--- src/rtl/idex_if.sv ---
// ID/EX stage bus: decoded instruction from ID, registered copy toward EX,
// plus the stall/flush controls and hazard feedback that ride alongside it.
interface idex_if #(
    parameter int DATA_W = 32,
    parameter int REG_W  = 5,
    parameter int CNT_W  = 16
);
    logic              stall;
    logic              flush;
    logic              id_valid;
    logic [DATA_W-1:0] id_pc;
    logic [DATA_W-1:0] id_rs_data;
    logic [DATA_W-1:0] id_rt_data;
    logic [DATA_W-1:0] id_imm;
    logic [REG_W-1:0]  id_rs;
    logic [REG_W-1:0]  id_rt;
    logic [REG_W-1:0]  id_rd;
    logic [7:0]        id_ctrl;

    logic              ex_valid;
    logic [DATA_W-1:0] ex_pc;
    logic [DATA_W-1:0] ex_rs_data;
    logic [DATA_W-1:0] ex_rt_data;
    logic [DATA_W-1:0] ex_imm;
    logic [REG_W-1:0]  ex_rs;
    logic [REG_W-1:0]  ex_rt;
    logic [REG_W-1:0]  ex_rd;
    logic [7:0]        ex_ctrl;
    logic              ex_memread;
    logic              pc_write;
    logic              ifid_write;
    logic [CNT_W-1:0]  stall_cycles;
    logic              protocol_err;

    modport master (
        output stall, flush, id_valid, id_pc, id_rs_data, id_rt_data, id_imm,
               id_rs, id_rt, id_rd, id_ctrl,
        input  ex_valid, ex_pc, ex_rs_data, ex_rt_data, ex_imm, ex_rs, ex_rt, ex_rd,
               ex_ctrl, ex_memread, pc_write, ifid_write, stall_cycles, protocol_err
    );

    modport slave (
        input  stall, flush, id_valid, id_pc, id_rs_data, id_rt_data, id_imm,
               id_rs, id_rt, id_rd, id_ctrl,
        output ex_valid, ex_pc, ex_rs_data, ex_rt_data, ex_imm, ex_rs, ex_rt, ex_rd,
               ex_ctrl, ex_memread, pc_write, ifid_write, stall_cycles, protocol_err
    );
endinterface

--- src/rtl/idex_stage_reg.sv ---
// ID/EX pipeline register: loads the ID instruction or inserts a bubble on
// stall/flush, drives PC and IF/ID write enables, counts stalls, flags bad stalls.
module idex_stage_reg #(
    parameter int DATA_W = 32,
    parameter int REG_W  = 5,
    parameter int CNT_W  = 16
) (
    input logic   clk,
    input logic   rst,
    idex_if.slave bus
);
    logic              vld_p1;
    logic [7:0]        ctrl_p1;
    logic [DATA_W-1:0] pc_p1;
    logic [DATA_W-1:0] rs_data_p1;
    logic [DATA_W-1:0] rt_data_p1;
    logic [DATA_W-1:0] imm_p1;
    logic [REG_W-1:0]  rs_p1;
    logic [REG_W-1:0]  rt_p1;
    logic [REG_W-1:0]  rd_p1;
    logic [CNT_W-1:0]  stall_cnt;
    logic              err_q;
    logic              bubble;
    logic              stall_taken;

    function automatic logic [CNT_W-1:0] sat_inc(input logic [CNT_W-1:0] c);
        return (&c) ? c : c + 1'b1;
    endfunction

    assign bubble      = bus.flush | bus.stall | ~bus.id_valid;
    assign stall_taken = bus.stall & ~bus.flush;

    // ID -> EX stage boundary
    always_ff @(posedge clk) begin
        if (rst || bubble) begin
            // Zeroed register numbers stop the hazard detector matching a stale rt.
            vld_p1     <= 1'b0;
            ctrl_p1    <= '0;
            pc_p1      <= '0;
            rs_data_p1 <= '0;
            rt_data_p1 <= '0;
            imm_p1     <= '0;
            rs_p1      <= '0;
            rt_p1      <= '0;
            rd_p1      <= '0;
        end else begin
            vld_p1     <= 1'b1;
            ctrl_p1    <= bus.id_ctrl;
            pc_p1      <= bus.id_pc;
            rs_data_p1 <= bus.id_rs_data;
            rt_data_p1 <= bus.id_rt_data;
            imm_p1     <= bus.id_imm;
            rs_p1      <= bus.id_rs;
            rt_p1      <= bus.id_rt;
            rd_p1      <= bus.id_rd;
        end
    end

    always_ff @(posedge clk) begin
        if (rst) begin
            stall_cnt <= '0;
            err_q     <= 1'b0;
        end else begin
            if (stall_taken)
                stall_cnt <= sat_inc(stall_cnt);
            // A legal load-use stall only ever happens with a load sitting in EX.
            if (stall_taken && !ctrl_p1[5])
                err_q <= 1'b1;
        end
    end

    assign bus.ex_valid     = vld_p1;
    assign bus.ex_ctrl      = ctrl_p1;
    assign bus.ex_pc        = pc_p1;
    assign bus.ex_rs_data   = rs_data_p1;
    assign bus.ex_rt_data   = rt_data_p1;
    assign bus.ex_imm       = imm_p1;
    assign bus.ex_rs        = rs_p1;
    assign bus.ex_rt        = rt_p1;
    assign bus.ex_rd        = rd_p1;
    assign bus.ex_memread   = ctrl_p1[5];
    assign bus.pc_write     = ~bus.stall | bus.flush;
    assign bus.ifid_write   = ~bus.stall | bus.flush;
    assign bus.stall_cycles = stall_cnt;
    assign bus.protocol_err = err_q;
endmodule

--- src/flat_wrapper.sv ---
// flat-port wrapper written by rule: the top's interface ports become plain ports
module idex_stage_reg_flat 
#(
    parameter int DATA_W = 32,
    parameter int REG_W  = 5,
    parameter int CNT_W  = 16
)
  (clk, rst, bus_stall, bus_flush, bus_id_valid, bus_id_pc, bus_id_rs_data, bus_id_rt_data, bus_id_imm, bus_id_rs, bus_id_rt, bus_id_rd, bus_id_ctrl, bus_ex_valid, bus_ex_pc, bus_ex_rs_data, bus_ex_rt_data, bus_ex_imm, bus_ex_rs, bus_ex_rt, bus_ex_rd, bus_ex_ctrl, bus_ex_memread, bus_pc_write, bus_ifid_write, bus_stall_cycles, bus_protocol_err);
  idex_if #(.DATA_W(DATA_W), .REG_W(REG_W), .CNT_W(CNT_W)) bus_i ();
  input logic clk;
  input logic rst;
  input wire logic [$bits(bus_i.stall)-1:0] bus_stall;
  input wire logic [$bits(bus_i.flush)-1:0] bus_flush;
  input wire logic [$bits(bus_i.id_valid)-1:0] bus_id_valid;
  input wire logic [$bits(bus_i.id_pc)-1:0] bus_id_pc;
  input wire logic [$bits(bus_i.id_rs_data)-1:0] bus_id_rs_data;
  input wire logic [$bits(bus_i.id_rt_data)-1:0] bus_id_rt_data;
  input wire logic [$bits(bus_i.id_imm)-1:0] bus_id_imm;
  input wire logic [$bits(bus_i.id_rs)-1:0] bus_id_rs;
  input wire logic [$bits(bus_i.id_rt)-1:0] bus_id_rt;
  input wire logic [$bits(bus_i.id_rd)-1:0] bus_id_rd;
  input wire logic [$bits(bus_i.id_ctrl)-1:0] bus_id_ctrl;
  output wire logic [$bits(bus_i.ex_valid)-1:0] bus_ex_valid;
  output wire logic [$bits(bus_i.ex_pc)-1:0] bus_ex_pc;
  output wire logic [$bits(bus_i.ex_rs_data)-1:0] bus_ex_rs_data;
  output wire logic [$bits(bus_i.ex_rt_data)-1:0] bus_ex_rt_data;
  output wire logic [$bits(bus_i.ex_imm)-1:0] bus_ex_imm;
  output wire logic [$bits(bus_i.ex_rs)-1:0] bus_ex_rs;
  output wire logic [$bits(bus_i.ex_rt)-1:0] bus_ex_rt;
  output wire logic [$bits(bus_i.ex_rd)-1:0] bus_ex_rd;
  output wire logic [$bits(bus_i.ex_ctrl)-1:0] bus_ex_ctrl;
  output wire logic [$bits(bus_i.ex_memread)-1:0] bus_ex_memread;
  output wire logic [$bits(bus_i.pc_write)-1:0] bus_pc_write;
  output wire logic [$bits(bus_i.ifid_write)-1:0] bus_ifid_write;
  output wire logic [$bits(bus_i.stall_cycles)-1:0] bus_stall_cycles;
  output wire logic [$bits(bus_i.protocol_err)-1:0] bus_protocol_err;
  assign bus_i.stall = bus_stall;
  assign bus_i.flush = bus_flush;
  assign bus_i.id_valid = bus_id_valid;
  assign bus_i.id_pc = bus_id_pc;
  assign bus_i.id_rs_data = bus_id_rs_data;
  assign bus_i.id_rt_data = bus_id_rt_data;
  assign bus_i.id_imm = bus_id_imm;
  assign bus_i.id_rs = bus_id_rs;
  assign bus_i.id_rt = bus_id_rt;
  assign bus_i.id_rd = bus_id_rd;
  assign bus_i.id_ctrl = bus_id_ctrl;
  assign bus_ex_valid = bus_i.ex_valid;
  assign bus_ex_pc = bus_i.ex_pc;
  assign bus_ex_rs_data = bus_i.ex_rs_data;
  assign bus_ex_rt_data = bus_i.ex_rt_data;
  assign bus_ex_imm = bus_i.ex_imm;
  assign bus_ex_rs = bus_i.ex_rs;
  assign bus_ex_rt = bus_i.ex_rt;
  assign bus_ex_rd = bus_i.ex_rd;
  assign bus_ex_ctrl = bus_i.ex_ctrl;
  assign bus_ex_memread = bus_i.ex_memread;
  assign bus_pc_write = bus_i.pc_write;
  assign bus_ifid_write = bus_i.ifid_write;
  assign bus_stall_cycles = bus_i.stall_cycles;
  assign bus_protocol_err = bus_i.protocol_err;
  idex_stage_reg #(.DATA_W(DATA_W), .REG_W(REG_W), .CNT_W(CNT_W)) u_core (.clk(clk), .rst(rst), .bus(bus_i));
endmodule
--- config.mk ---
export PLATFORM = sky130hd
export DESIGN_NAME = idex_stage_reg_flat
export DESIGN_NICKNAME = d
export VERILOG_FILES = /design/src/rtl/idex_if.sv /design/src/rtl/idex_stage_reg.sv /design/src/flat_wrapper.sv
export SDC_FILE = /design/constraint.sdc
export NUM_CORES = 1
export LEC_CHECK = 0
export ABC_AREA = 1
export ABC_CLOCK_PERIOD_IN_PS = 1900
export CAP_MARGIN = 20
export CORE_AREA = 2 2 127 129
export CTS_CLUSTER_SIZE = 30
export DETAILED_ROUTE_END_ITERATION = 7
export DIE_AREA = 0 0 129 131
export PLACE_DENSITY_LB_ADDON = 0.1
export SETUP_SLACK_MARGIN = 0.02
export SYNTH_ARGS = -nofsm -noshare
export SYNTH_HDL_FRONTEND = slang
export SYNTH_SLANG_ARGS = --single-unit
--- constraint.sdc ---
create_clock -name clk -period 1.9 [get_ports clk]
set_input_delay 0.38 -clock clk [delete_from_list [all_inputs] [get_ports clk]]
set_output_delay 0.38 -clock clk [all_outputs]
set_load 0.01 [all_outputs]
# --- Word level (Yosys, flattened, before mapping) ---
# Cells that the tools add are included.
totals:
  reg_bits: 169
  in_bits: 156
  out_inout_bits: 172
  elab_cells: 26
classes:
  add_sub_neg: 1
  mux: 1
  n_bitwise: 8
  n_reduce_logical: 5
op_table:
  columns: ["operator", "n"]
  rows:
  - ["$add 16x1->16 const B", 1]
  - ["$reduce_and 16->1", 1]
  - ["$not 1->1", 4]
  - ["$or 1x1->1", 3]
  - ["$reduce_and 2->1", 1]
  - ["$and 1x1->1", 1]
  - ["$logic_and 1x1->1", 1]
  - ["$logic_not 1->1", 1]
  - ["$logic_or 1x1->1", 1]
  - ["$mux 1", 1]

# --- Depth between registers and ports, before layout ---
logic_depth:
  ltp_word: 4
  ltp_mapped: 9
  depth_no_buf: 9

# --- Least setup slack after synthesis ---
# Ideal clock, no wire load.
synth_timing:
  kind: "register to register"
  from: "reg u_core.stall_cnt[1] (netlist: u_core.bus.stall_cycles[1])"
  to: "reg u_core.stall_cnt[0] (netlist: u_core.bus.stall_cycles[0])"
  setup_time_ps: 118
  arrival_ps: 1342
  t_required_ps: 1782
  path_slack_ps: 440
  stages_incl_launch_ff: 9
  n_path_buf: 0
  period_less_slack_ps: 1460
  cell_sequence: "dfxtp_1 > ha_1 > nand2_2 > nor2_4 > nand2_2 > nor2_8 > nor2_2 > o21ai_1 > nor2_1"
synth_between:
  elab_chain_len: 3
synth_rtl:
  columns: ["item", "line", "rtl"]
  rows:
  - ["start: declaration", "idex_stage_reg.sv:21", "logic [CNT_W-1:0] stall_cnt;"]
  - ["start signal: assignment", "idex_stage_reg.sv:65", "stall_cnt <= sat_inc(stall_cnt);"]
  - ["$reduce_and 16->1", "idex_stage_reg.sv:27", "return (&c) ? c : c + 1'b1;"]
  - ["$not 1->1 (no line)", null, null]
  - ["$reduce_and 2->1 (no line)", null, null]
# Every way passes these cells.
# A chain may end at the register's enable or synchronous reset.

# --- Final worst setup path ---
layout_timing:
  from: "reg u_core.stall_cnt[6] (netlist: u_core.bus.stall_cycles[6])"
  to: "out bus_stall_cycles[6]"
layout_rtl:
  columns: ["item", "line", "rtl"]
  rows:
  - ["end: declaration", "flat_wrapper.sv:35", "output wire logic [$bits(bus_i.stall_cycles)-1:0] bus_stall_cycles;"]
# No word-level cell between the ends.

==> flow_summary_export.csv <==
group,metric,value,unit
worst_setup_path,startpoint_type,"flop",
clocking,cts.sinks,169,
clocking,cts_root_buffer,"clkbuf_16",
global_route,antenna_found_initial,0,
worst_setup_path,critical-path-top-delay-family,"buffers and inverters",
detailed_routing,drt_pass1_iterations,4,
pwr,power_density,792,nW/um2
synthesis,synth_most_common_cell,"nor2_1",
detailed_routing,detail-route-antenna-nets,0,
clocking,post_cts_buffers,0,
sta,setup_tns,0,ps
worst_setup_path,required,1520,ps
sta,rsz0062_at_grt,"no",
pwr,p_leak,4.44,nW
final_layout,drive_gt1_share,5.84,%
placed_design,io_buffers,327,
floorplan,core_area,15600,um2
global_route,grt_pass1_wl,23000,um
final_layout,fin_util,60.9,%
sta,hold_viol,0,
clocking,worstSkewPairLatency,420,ps
clocking,cts_buffer_depth,2,
hold_path,hp-class,"reg -> reg",
placed_design,dp_hpwl,12100,um
sta,setup_viol_count_final,0,
worst_setup_path,crit_arrival,1410,ps
global_route,grtUsageTotal,18.0,%
detailed_routing,drt_wl_total,15400,um
worst_setup_path,crit_buf_inv,1,
placed_design,gp_congestion,0.782,
sta,fin_crit_sh,94.1,%
hold_path,hold_depth,1,
run_status,status,"finished clean",
synthesis,synth-seq-area-share,63.3,%
synthesis,synth-seq-cells,169,
clocking,ctsHtreeMaxLevel,4,
synthesis,ys_warn_count,0,
worst_setup_path,worstPathCellList,"clkdlybuf4s50_1",
synthesis,async_flop_share,0,%
detailed_routing,drc,0,
synthesis,yosys-top-cells-count,"186 x nor2_1, 172 x inv_1, 169 x dfxtp_1",
sta,fin_ws,111,ps
worst_setup_path,crit_path_max_incr_delay,570,ps
floorplan,initial_core_util,34.2,%
synthesis,synth-main-ff-cell,"dfxtp_1",
placed_design,dp_slack,6.24,ps
worst_setup_path,critical_path_class,"reg -> out",
sta,period_needed,1790,ps
synthesis,yosysTopAreaCell,"dfxtp_1",
clocking,cts_made_buffers,17,
clocking,cts_tree,"yes",
synthesis,synth_area_leaders,"dfxtp_1 63%, nor2_1 13%, inv_1 12%",
floorplan,die_h,131,um
worst_setup_path,critical_path.endpoint_type,"output port",
final_layout,fin_nets,1139,
sta,maxSlewHeadroom,83.5,%
worst_setup_path,path_max_fanout,5,
clocking,clkTransAtPathRegs,60,ps
sta,skew,7.63,ps
worst_setup_path,cp_slowest_cell,"clkdlybuf4s50_1",
sta,worst_slew_pin_slew,248,ps
global_route,grt_max_degree,30,
synthesis,yosysUniqueCellTypes,23,
detailed_routing,vias,4710,
detailed_routing,drtIter0Drc,120,
global_route,gr-total-overflow,0,
final_layout,syn2layout_area_growth,78.0,%
clocking,hold_buffers,0,
synthesis,netlist_instances,644,
synthesis,syn-cell-area,5340,um2
synthesis,synth_area_per_cell,8.29,um2
floorplan,pin_count,328,
floorplan,fp.dieW,129,um
worst_setup_path,path_depth,1,
final_layout,n_antenna_cell,0,
sta,slew_viol_final,0,
final_layout,fillerInstances,1397,
global_route,grt_pass1_vias,4420,
detailed_routing,routedWlPerCell,12.7,um
detailed_routing,routed_via_density,3.89,
job,maxCapViolCount,0,
sta,max_freq,0.559,GHz
synthesis,synth_top_cell_area_share,63.3,%
worst_setup_path,reg2reg_depth,8,
floorplan,row_count,46,
synthesis,syn_nets,801,
pwr,peakVddDrop,0.551,mV
floorplan,dieArea,16900,um2
synthesis,synth_edf_count,0,
## kinds of logic after synthesis
group                      share of synthesized area [%]
adders and majority gates                          0.234
DFF                                                 63.3
buffers and inverters                               14.3
AOI/OAI and AO/OA                                   1.55
xor gates and xnor gates                           0.164
and+or+nand+nor                                     20.4
## layout make-up
| cell class | count | area (um2) | share of cell area (%) |
|---|---|---|---|
| clock buffers | 21 | 470 | 4.95 |
| inverters | 173 | 649 | 6.83 |
| repair buffers | 340 | 3440 | 36.2 |
| well taps | 216 | 270 | 2.84 |
| flip-flops and latches | 169 | 3380 | 35.6 |
| multi-input cells | 281 | 1190 | 12.6 |
| clock inverters | 10 | 93.8 | 0.987 |
## sequential cells by signal, indices dropped and copies added (netlist names)
| signal | flops |
|---|---|
| u_core.bus.ex_rs | 5 |
| u_core.bus.ex_pc | 32 |
| u_core.bus.ex_rt | 5 |
| u_core.bus.ex_imm | 32 |
| u_core.bus.ex_valid | 1 |
| u_core.bus.protocol_err | 1 |
| u_core.bus.ex_ctrl | 8 |
| u_core.bus.stall_cycles | 16 |
| u_core.bus.ex_rd | 5 |
| u_core.bus.ex_rs_data | 32 |
| u_core.bus.ex_rt_data | 32 |
## worst paths after layout
path / startpoint / to / slack, ps
worst max-delay path: u_core.bus.stall_cycles[6]$_SDFFE_PP0P_ / bus_stall_cycles[6] / 110
worst max register to register: u_core.bus.stall_cycles[1]$_SDFFE_PP0P_ / u_core.bus.stall_cycles[1]$_SDFFE_PP0P_ / 360
worst min-delay path: u_core.bus.protocol_err$_SDFFE_PP0P_ / u_core.bus.protocol_err$_SDFFE_PP0P_ / 470
worst min register to register: u_core.bus.protocol_err$_SDFFE_PP0P_ / u_core.bus.protocol_err$_SDFFE_PP0P_ / 470
## power by group
group | switching (W) | internal [W] | leakage [nW] | total, W
Combinational | 0.000200 | 0.000429 | 2.80 | 0.000629
Sequential | 0.0000178 | 0.00360 | 1.37 | 0.00362
Clock | 0.00138 | 0.00190 | 0.271 | 0.00329
## metal layers
metal / GRT usage, % / vias to the layer above / part of all wire, %
met3: 8.67 / 30 / 11
met1: 18.0 / 2004 / 35
met5: 0 / - / 0
met4: 8.31 / 0 / 3.1
met2: 31.8 / 195 / 51
li1: - / 2481 / -
## layout by cell type, fill, tap and decap left out, types with 4 or more instances in the layout
cell type / Yosys / layout
a21oi_1: 10 / 10
buf_12: 0 / 6
buf_4: 2 / 7
clkbuf_16: 0 / 17
clkdlybuf4s50_1: 0 / 325
dfxtp_1: 169 / 168
inv_1: 172 / 172
nand2_1: 44 / 44
nand3_1: 15 / 15
nor2_1: 186 / 186
nor2_2: 5 / 5
o21ai_1: 4 / 4
## stage by stage
step | total power (W) | std cells | hold slack (ps) | area, um2
final | 0.00753 | 1210 | 470 | 9510
after global routing | 0.00782 | 1210 | 462 | 9510
after CTS | 0.00764 | 1210 | 455 | 9510
after detailed placement | 0.00433 | 1179 | 460 | 8940
after global placement | 0.00433 | 1179 | 450 | 8940
after floorplan | 0.00386 | 644 | 449 | 5340
## timing repair
| action | 4_1_cts | 5_1_grt |
|---|---|---|
| pin swaps | 0 | 0 |
| endpoints found under the setup margin | 2 | 1 |
| endpoints found under the hold margin | 0 | 0 |
| resized for setup | 2 | 1 |
Note: power is estimated with default switching activity, not from simulation.
